===== src/rtl/dpram_bist_ctrl.sv =====
// March-style BIST controller driving one port of a dual-port block RAM.
// Sequence: write BG up; read BG / write ~BG up; read ~BG / write BG down;
// read BG down with a pipelined compare; one drain cycle. The first
// mismatch of a run is captured and held until the next start.
//
// Ports:
//   clk, rst_n           clock, synchronous active-low reset
//   start                launch a run (honoured only in IDLE or DONE)
//   ram_wen/addr/d_in    registered RAM port controls (wen=1 write)
//   ram_d_out            RAM read data, valid the cycle after a read
//   busy, done, pass     run status
//   fail, fail_addr,
//   fail_data, fail_exp  sticky first-mismatch report
module dpram_bist_ctrl #(
  parameter int unsigned       ADDR_W  = 10,
  parameter int unsigned       DATA_W  = 8,
  parameter logic [DATA_W-1:0] PATTERN = DATA_W'(8'h55)
) (
  input  logic              clk,
  input  logic              rst_n,
  input  logic              start,
  output logic              ram_wen,
  output logic [ADDR_W-1:0] ram_addr,
  output logic [DATA_W-1:0] ram_d_in,
  input  logic [DATA_W-1:0] ram_d_out,
  output logic              busy,
  output logic              done,
  output logic              pass,
  output logic              fail,
  output logic [ADDR_W-1:0] fail_addr,
  output logic [DATA_W-1:0] fail_data,
  output logic [DATA_W-1:0] fail_exp
);

  localparam int unsigned       DEPTH    = 1 << ADDR_W;
  localparam logic [ADDR_W-1:0] ADDR_MAX = ADDR_W'(DEPTH - 1);
  localparam logic [DATA_W-1:0] BG       = PATTERN;
  localparam logic [DATA_W-1:0] BG_INV   = ~PATTERN;

  typedef enum logic [2:0] {
    S_IDLE,
    S_W0_UP,
    S_RW_UP,
    S_RW_DN,
    S_R_DN,
    S_R_LAST,
    S_DONE
  } state_t;

  state_t              state, state_nxt;
  logic                wen_nxt;
  logic [ADDR_W-1:0]   addr_nxt;
  logic [DATA_W-1:0]   din_nxt;
  logic                busy_nxt, done_nxt, pass_nxt, fail_nxt;
  logic [ADDR_W-1:0]   fail_addr_nxt;
  logic [DATA_W-1:0]   fail_data_nxt, fail_exp_nxt;
  logic                cmp_en;
  logic [ADDR_W-1:0]   cmp_addr;
  logic [DATA_W-1:0]   cmp_exp;

  // State and all outputs registered together.
  always_ff @(posedge clk) begin
    if (!rst_n) begin
      state     <= S_IDLE;
      ram_wen   <= 1'b0;
      ram_addr  <= '0;
      ram_d_in  <= '0;
      busy      <= 1'b0;
      done      <= 1'b0;
      pass      <= 1'b0;
      fail      <= 1'b0;
      fail_addr <= '0;
      fail_data <= '0;
      fail_exp  <= '0;
    end else begin
      state     <= state_nxt;
      ram_wen   <= wen_nxt;
      ram_addr  <= addr_nxt;
      ram_d_in  <= din_nxt;
      busy      <= busy_nxt;
      done      <= done_nxt;
      pass      <= pass_nxt;
      fail      <= fail_nxt;
      fail_addr <= fail_addr_nxt;
      fail_data <= fail_data_nxt;
      fail_exp  <= fail_exp_nxt;
    end
  end

  // Next state, next RAM access and compare selection.
  // In the RW elements ram_wen doubles as the cycle A (read) / B (write) flag.
  always_comb begin
    state_nxt     = state;
    wen_nxt       = 1'b0;
    addr_nxt      = ram_addr;
    din_nxt       = '0;
    busy_nxt      = busy;
    done_nxt      = done;
    fail_nxt      = fail;
    fail_addr_nxt = fail_addr;
    fail_data_nxt = fail_data;
    fail_exp_nxt  = fail_exp;
    cmp_en        = 1'b0;
    cmp_addr      = ram_addr;
    cmp_exp       = BG;

    case (state)
      S_IDLE, S_DONE: begin
        addr_nxt = '0;
        if (start) begin
          state_nxt     = S_W0_UP;
          busy_nxt      = 1'b1;
          done_nxt      = 1'b0;
          fail_nxt      = 1'b0;
          fail_addr_nxt = '0;
          fail_data_nxt = '0;
          fail_exp_nxt  = '0;
          wen_nxt       = 1'b1;
          din_nxt       = BG;
        end
      end

      S_W0_UP: begin
        if (ram_addr == ADDR_MAX) begin
          state_nxt = S_RW_UP;
          addr_nxt  = '0;
        end else begin
          wen_nxt  = 1'b1;
          din_nxt  = BG;
          addr_nxt = ram_addr + ADDR_W'(1);
        end
      end

      S_RW_UP: begin
        if (!ram_wen) begin
          wen_nxt = 1'b1;
          din_nxt = BG_INV;
        end else begin
          cmp_en  = 1'b1;
          cmp_exp = BG;
          if (ram_addr == ADDR_MAX) begin
            state_nxt = S_RW_DN;
            addr_nxt  = ADDR_MAX;
          end else begin
            addr_nxt = ram_addr + ADDR_W'(1);
          end
        end
      end

      S_RW_DN: begin
        if (!ram_wen) begin
          wen_nxt = 1'b1;
          din_nxt = BG;
        end else begin
          cmp_en  = 1'b1;
          cmp_exp = BG_INV;
          if (ram_addr == '0) begin
            state_nxt = S_R_DN;
            addr_nxt  = ADDR_MAX;
          end else begin
            addr_nxt = ram_addr - ADDR_W'(1);
          end
        end
      end

      // Compare lags the read by one cycle, so the data belongs to addr+1;
      // nothing is pending on the first cycle (addr still at the top).
      S_R_DN: begin
        cmp_en   = (ram_addr != ADDR_MAX);
        cmp_addr = ram_addr + ADDR_W'(1);
        if (ram_addr == '0) begin
          state_nxt = S_R_LAST;
          addr_nxt  = '0;
        end else begin
          addr_nxt = ram_addr - ADDR_W'(1);
        end
      end

      // Drain cycle: compare the final read of address 0.
      S_R_LAST: begin
        cmp_en    = 1'b1;
        cmp_addr  = '0;
        state_nxt = S_DONE;
        busy_nxt  = 1'b0;
        done_nxt  = 1'b1;
        addr_nxt  = '0;
      end

      default: begin
        state_nxt = S_IDLE;
        addr_nxt  = '0;
        busy_nxt  = 1'b0;
      end
    endcase

    // Only the first mismatch of a run is recorded.
    if (cmp_en && !fail && (ram_d_out != cmp_exp)) begin
      fail_nxt      = 1'b1;
      fail_addr_nxt = cmp_addr;
      fail_data_nxt = ram_d_out;
      fail_exp_nxt  = cmp_exp;
    end

    pass_nxt = done_nxt & ~fail_nxt;
  end

endmodule

===== config.mk =====
export PLATFORM = sky130hd
export DESIGN_NAME = dpram_bist_ctrl
export DESIGN_NICKNAME = d
export VERILOG_FILES = /design/src/rtl/dpram_bist_ctrl.sv
export SDC_FILE = /design/constraint.sdc
export NUM_CORES = 1
export LEC_CHECK = 0
export CORE_MARGIN = 3
export CORE_UTILIZATION = 55
export DETAILED_ROUTE_END_ITERATION = 7
export DONT_BUFFER_PORTS = 1
export PLACE_DENSITY_LB_ADDON = 0.05
export REMOVE_ABC_BUFFERS = 1
export SYNTH_ARGS = -nofsm -noshare
export SYNTH_HDL_FRONTEND = slang
export SYNTH_SLANG_ARGS = --single-unit

===== constraint.sdc =====
create_clock -name clk -period 2.7 [get_ports clk]
set_input_delay 0.675 -clock clk [delete_from_list [all_inputs] [get_ports clk]]
set_output_delay 0.675 -clock clk [all_outputs]
set_load 0.05 [all_outputs]

# After elaboration in Yosys (flattened, before gate mapping)
# Index checks and enable logic that the tools add are counted.
[word_totals] register_bits=52 in_bits=11 output_inout_bits=49
[classes] addsub=2 n_eq_ne=16 n_mux=43 n_bitwise=3 n_reduce_logical=14
[op_table] operator="$mux 10" n=9
[op_table] operator="$mux 8" n=7
[op_table] operator="$pmux 10 s4" n=1
[op_table] operator="$pmux 8 s4" n=1
[op_table] operator="$mux 3" n=7
[op_table] operator="$mux 7" n=3
[op_table] operator="$pmux 10 s2" n=1
[op_table] operator="$pmux 3 s6" n=1
[op_table] operator="$ne 2x2->1 const B" n=7
[op_table] operator="$add 10x1->10 const B" n=1
[op_table] operator="$eq 10x10->1 const B" n=1
[op_table] operator="$logic_not 10->1" n=1
[op_table] operator="$ne 10x10->1 const B" n=1
[op_table] operator="$sub 10x1->10 const B" n=1
[op_table] operator="$eq 3x3->1 const B" n=3
[op_table] operator="$mux 1" n=9
[op_table] operator="$ne 8x8->1" n=1
[op_table] operator="$reduce_and 7->1" n=1
[op_table] operator="$eq 3x2->1 const B" n=2
[op_table] operator="$pmux 1 s3" n=2
[op_table] operator="$reduce_and 2->1" n=3
[op_table] operator="$pmux 1 s2" n=2
[op_table] operator="$reduce_bool 2->1" n=2
[op_table] operator="$reduce_or 2->1" n=2
[op_table] operator="other kinds (7)" n=9

# Longest topological paths before layout
[logic_depth] ltp_word=8 ltp_mapped=8 mapped_depth_nobuf=7

# Least setup slack after synthesis
# Ideal clock, no wire load.
[synth_timing] path_type="reg2reg" startpoint="reg ram_addr[1]" endpoint="reg fail_addr[2]" setup_time_ns=0.115 arrival_ns=2.117 t_required_ns=2.585 slack_ns=0.468 stages_incl_launch_ff=9 path_buffers=2 period_less_slack_ns=2.232 cell_sequence="dfxtp_1 ha_1 buf_2 nand4_4 o41ai_4 a2bb2o_4 buf_6 a21oi_1 o21a_1"
[synth_via] elab_chain_cells=6 elab_cells_between_ends=10 classes_between="1 x add/sub; 1 x eq/ne; 3 x mux; 5 x reduce/logical"
[synth_rtl] item="start: declaration" line_no="23" text="output logic [ADDR_W-1:0] ram_addr,"
[synth_rtl] item="start signal: assignment" line_no="78" text="ram_addr <= addr_nxt;"
[synth_rtl] item="parallel branches: the longest is 6 deep, another holds $add 10x1->10"
[synth_rtl] item="end signal: assignment" line_no="84" text="fail_addr <= fail_addr_nxt;"
[synth_rtl] item="end: declaration" line_no="30" text="output logic [ADDR_W-1:0] fail_addr,"
# Parallel ways; which one is timed is not known.
# A chain may end at the register's enable or synchronous reset.

# Worst setup path in the final report
[layout_timing] startpoint="reg state[1]" endpoint="reg fail_addr[3]"
[layout_via] elab_chain_cells=7 elab_cells_between_ends=18 classes_between="6 x eq/ne; 4 x mux; 8 x reduce/logical"
[layout_rtl] item="start: declaration" line_no="50" text="state_t state, state_nxt;"
[layout_rtl] item="start signal: assignment" line_no="76" text="state <= state_nxt;"
[layout_rtl] item="$eq 3x2->1" line_no="107" text="case (state)"
[layout_rtl] item="$reduce_or 2->1 (no line)"
[layout_rtl] item="$pmux 1 s3" line_no="107"
[layout_rtl] item="$logic_and 1x1->1 (2 in series)" line_no="197" text="if (cmp_en && !fail && (ram_d_out != cmp_exp)) begin"
[layout_rtl] item="$reduce_bool 2->1 (no line)"
[layout_rtl] item="$reduce_and 2->1 (no line)"
# Parallel ways exist; a longest one is shown, timed or not.

==> key figures <==
Synth
  – Synth Register Bits: 40
  – Number of synthesized flops with an enable pin: 0
  – Yosys Warn Count: 0
  – Synth unique cells: 56
  – Mapped Area: 2650 um^2
  – Syn avg cell area: 7.67 um^2
  – Main flop type after synthesis: dfxtp_1
  – Async SR Flop Fraction: 0
  – Cells after synthesis: 345
  – Post-synthesis sequential area ratio: 0.303

Layout
  – Register area: 806 um^2
  – Most frequent cells in the layout: nand2_1, dfxtp_1, buf_4, a21oi_1, nand3_1
  – Most common cell after layout, fill and taps aside: nand2_1
  – Area grow syn2layout: 6.10%
  – Share of layout cells above drive strength 1: 0.162
  – End-of-flow core utilization: 0.623
  – FILL cells: 424
  – Number of diodes: 0
  – Multi-input logic area: 1560 um^2
  – Nets: 353

STA
  – RSZ-0062 raised after global routing: false
  – Clk_skew: 0.00801 ns
  – Fin. Hold Viols: 0
  – Fmax: 0.478 GHz
  – Setup violations, final: 0
  – Max-slew violations: 0
  – Final worst path period need: 2.09 ns
  – Worst-margin pin slew: 0.648 ns
  – Fin Hold WS: 0.490 ns
  – Final period utilization: 0.774
  – Final setup TNS: 0 ns
  – Worst rel slew slack: 0.567

Clock network
  – CTS tree: built
  – Clk slew on worst S/H paths: 0.09 ns
  – Clock net sink count: 40
  – H-tree depth: 2
  – Num CTS Buffers: 5
  – CTS Hold Bufs: 0
  – Post-CTS Setup Bufs: 0
  – Worst-case clock buffer depth: 2
  – CTS resizes: 0
  – Worst skew pair latency: 0.30 ns
  – Clock Tree Root: clkbuf_8

Global route
  – Met2 Use GR: 0.397
  – Vias in the first global route: 2294
  – GRT Overall Usage: 0.257
  – First-pass GRT wire length: 11300 um
  – Initial antenna violation count: 0
  – GR Util met1: 0.360
  – Busiest grt layer: met2
  – Pin count of the biggest net entering global routing: 26
  – Met3 Use GR: 0.0501
  – Grt total ovfl: 0

Floorplanning
  – Chip height: 75.4 um
  – Initial core utilization: 0.587
  – Boundary Pins: 60
  – Chip width: 75.4 um
  – Cell Rows: 24
  – Total die area: 5680 um^2
  – Core ar.: 4500 um^2

Placed design
  – Port bufs: 0
  – Routability Congestion: 0.918
  – Final HPWL DP: 5000 um

Pwr
  – Clock share of power: 0.361
  – Psw: 354 uW
  – P_leak: 0.000981 uW
  – Internal power: 850 uW
  – Pwr Density: 429 nW/um^2
  – VDD IR max: 0.000261 V
  – Sequential power share: 0.516
  – Sw frac: 0.294
  – Gate power share: 0.123

Setup path
  – Crit path max fanout: 17
  – Crit path required time: 2.94 ns
  – Worst Path Class, Setup: flip-flop to flip-flop
  – CP arrival: 2.33 ns
  – Critical Path End Type: flip-flop
  – Worst setup SP type: flip-flop

Detailed routing
  – DR WL/cell: 17.9 um
  – Vias: 2572
  – Final WL: 7000 um
  – DRT antenna net count: 0
  – Vias per cell: 6.56
  – DRC: 0
  – First-pass DRT Iterations: 5
  – DR iter-0 viols: 241

Run
  – Maxcap violations: 0

Status
  – Status: finished clean

Min path
  – Hold crit path type: input pin to flip-flop
-- per-stage QoR --
| step | instances | instance area [um^2] | power (uW) | setup slack [ns] |
|---|---|---|---|---|
| after global placement | 384 | 2710 | 781 | 0.674 |
| final | 392 | 2810 | 1200 | 0.610 |
| after global routing | 392 | 2810 | 1240 | 0.367 |
| after CTS | 392 | 2810 | 1210 | 0.603 |
| after detailed placement | 384 | 2710 | 782 | 0.627 |
| after floorplan | 300 | 2390 | 728 | 0.256 |
-- critical path: stages (launching register included) --
cell and delay, ns:
dfxtp_1 0.66, nand4b_1 0.21, a211oi_2 0.35, a2bb2oi_2 0.35
buf_4 0.25, o21ai_0 0.10, a21oi_1 0.12
-- cell usage after synthesis (all sizes together) (2+ instances only) --
cell	number	area, um^2
or3	4	25.0
nor4	5	52.6
nand2b	3	18.8
nand2	41	154
nor3	8	40.0
ha	3	37.5
nand4	8	65.1
nand3b	3	22.5
o31ai	5	37.5
a21oi	31	159
a22oi	6	45.0
xnor2	7	61.3
nor2	15	56.3
o21ai	24	120
nand4b	2	17.5
nor2b	3	18.8
nor4bb	4	40.0
a31oi	12	75.1
clkbuf	14	52.6
o211ai	4	30.0
and4	2	17.5
and3	3	18.8
nand3	27	135
buf	31	206
dfxtp	40	801
o2111ai	2	17.5
a311oi	2	17.5
a211oi	6	60.1
a21boi	2	15.0
inv	8	30.0
and2	5	31.3
-- flip-flops by register name, summed over array words and instances (netlist names) --
signal	count
fail_addr	10
state	3
fail_data	8
fail	1
busy	1
ram_wen	1
ram_d_in	2
pass	1
ram_addr	10
fail_exp	2
done	1
-- final cells by class --
cell class / count / share of cell area
clock buffers: 6 / 0.0294
clock inverters: 2 / 0.00535
inverters: 8 / 0.0107
multi-input cells: 252 / 0.554
flip-flops and latches: 40 / 0.287
well taps: 52 / 0.0232
repair buffers: 32 / 0.0901
-- power groups by stage --
| stage | Clock [uW] | Combinational [uW] | Sequential (uW) |
|---|---|---|---|
| after detailed placement | 0 | 147 | 635 |
| after global placement | 0 | 145 | 635 |
| after CTS | 444 | 147 | 621 |
| final | 435 | 148 | 621 |
| after global routing | 463 | 160 | 622 |
| after floorplan | 0 | 61.3 | 667 |
-- final timing paths --
check | startpoint | end | slack (ns) | cells after the start
worst max-delay path | state[1]$_SDFFE_PN0P_ | fail_addr[3]$_SDFFE_PN0P_ | 0.61 | 6
worst min-delay path | rst_n | fail_addr[2]$_SDFFE_PN0P_ | 0.49 | 1
worst max register to register | state[1]$_SDFFE_PN0P_ | fail_addr[3]$_SDFFE_PN0P_ | 0.61 | 6
worst min register to register | ram_addr[5]$_SDFFE_PN0P_ | fail_addr[5]$_SDFFE_PN0P_ | 0.60 | 2
-- layer usage --
metal	part of all wire	vias to the layer above	wire length, um
li1	-	1245	-
met1	0.45	1196	3170
met2	0.46	116	3190
met3	0.079	15	551
met4	0.013	0	91
met5	0	-	0
-- cell families (layout without fill, tap and decap cells) --
kind of cell | after synthesis | after routing | synth area share
and+or+nand+nor | 135 | 135 | 0.276
AOI/OAI and AO/OA | 107 | 107 | 0.274
buffers and inverters | 53 | 48 | 0.109
DFF | 40 | 40 | 0.303
xor gates and xnor gates | 7 | 7 | 0.0232
adders and majority gates | 3 | 3 | 0.0142
No activity file was read; power rests on OpenSTA's default activity.
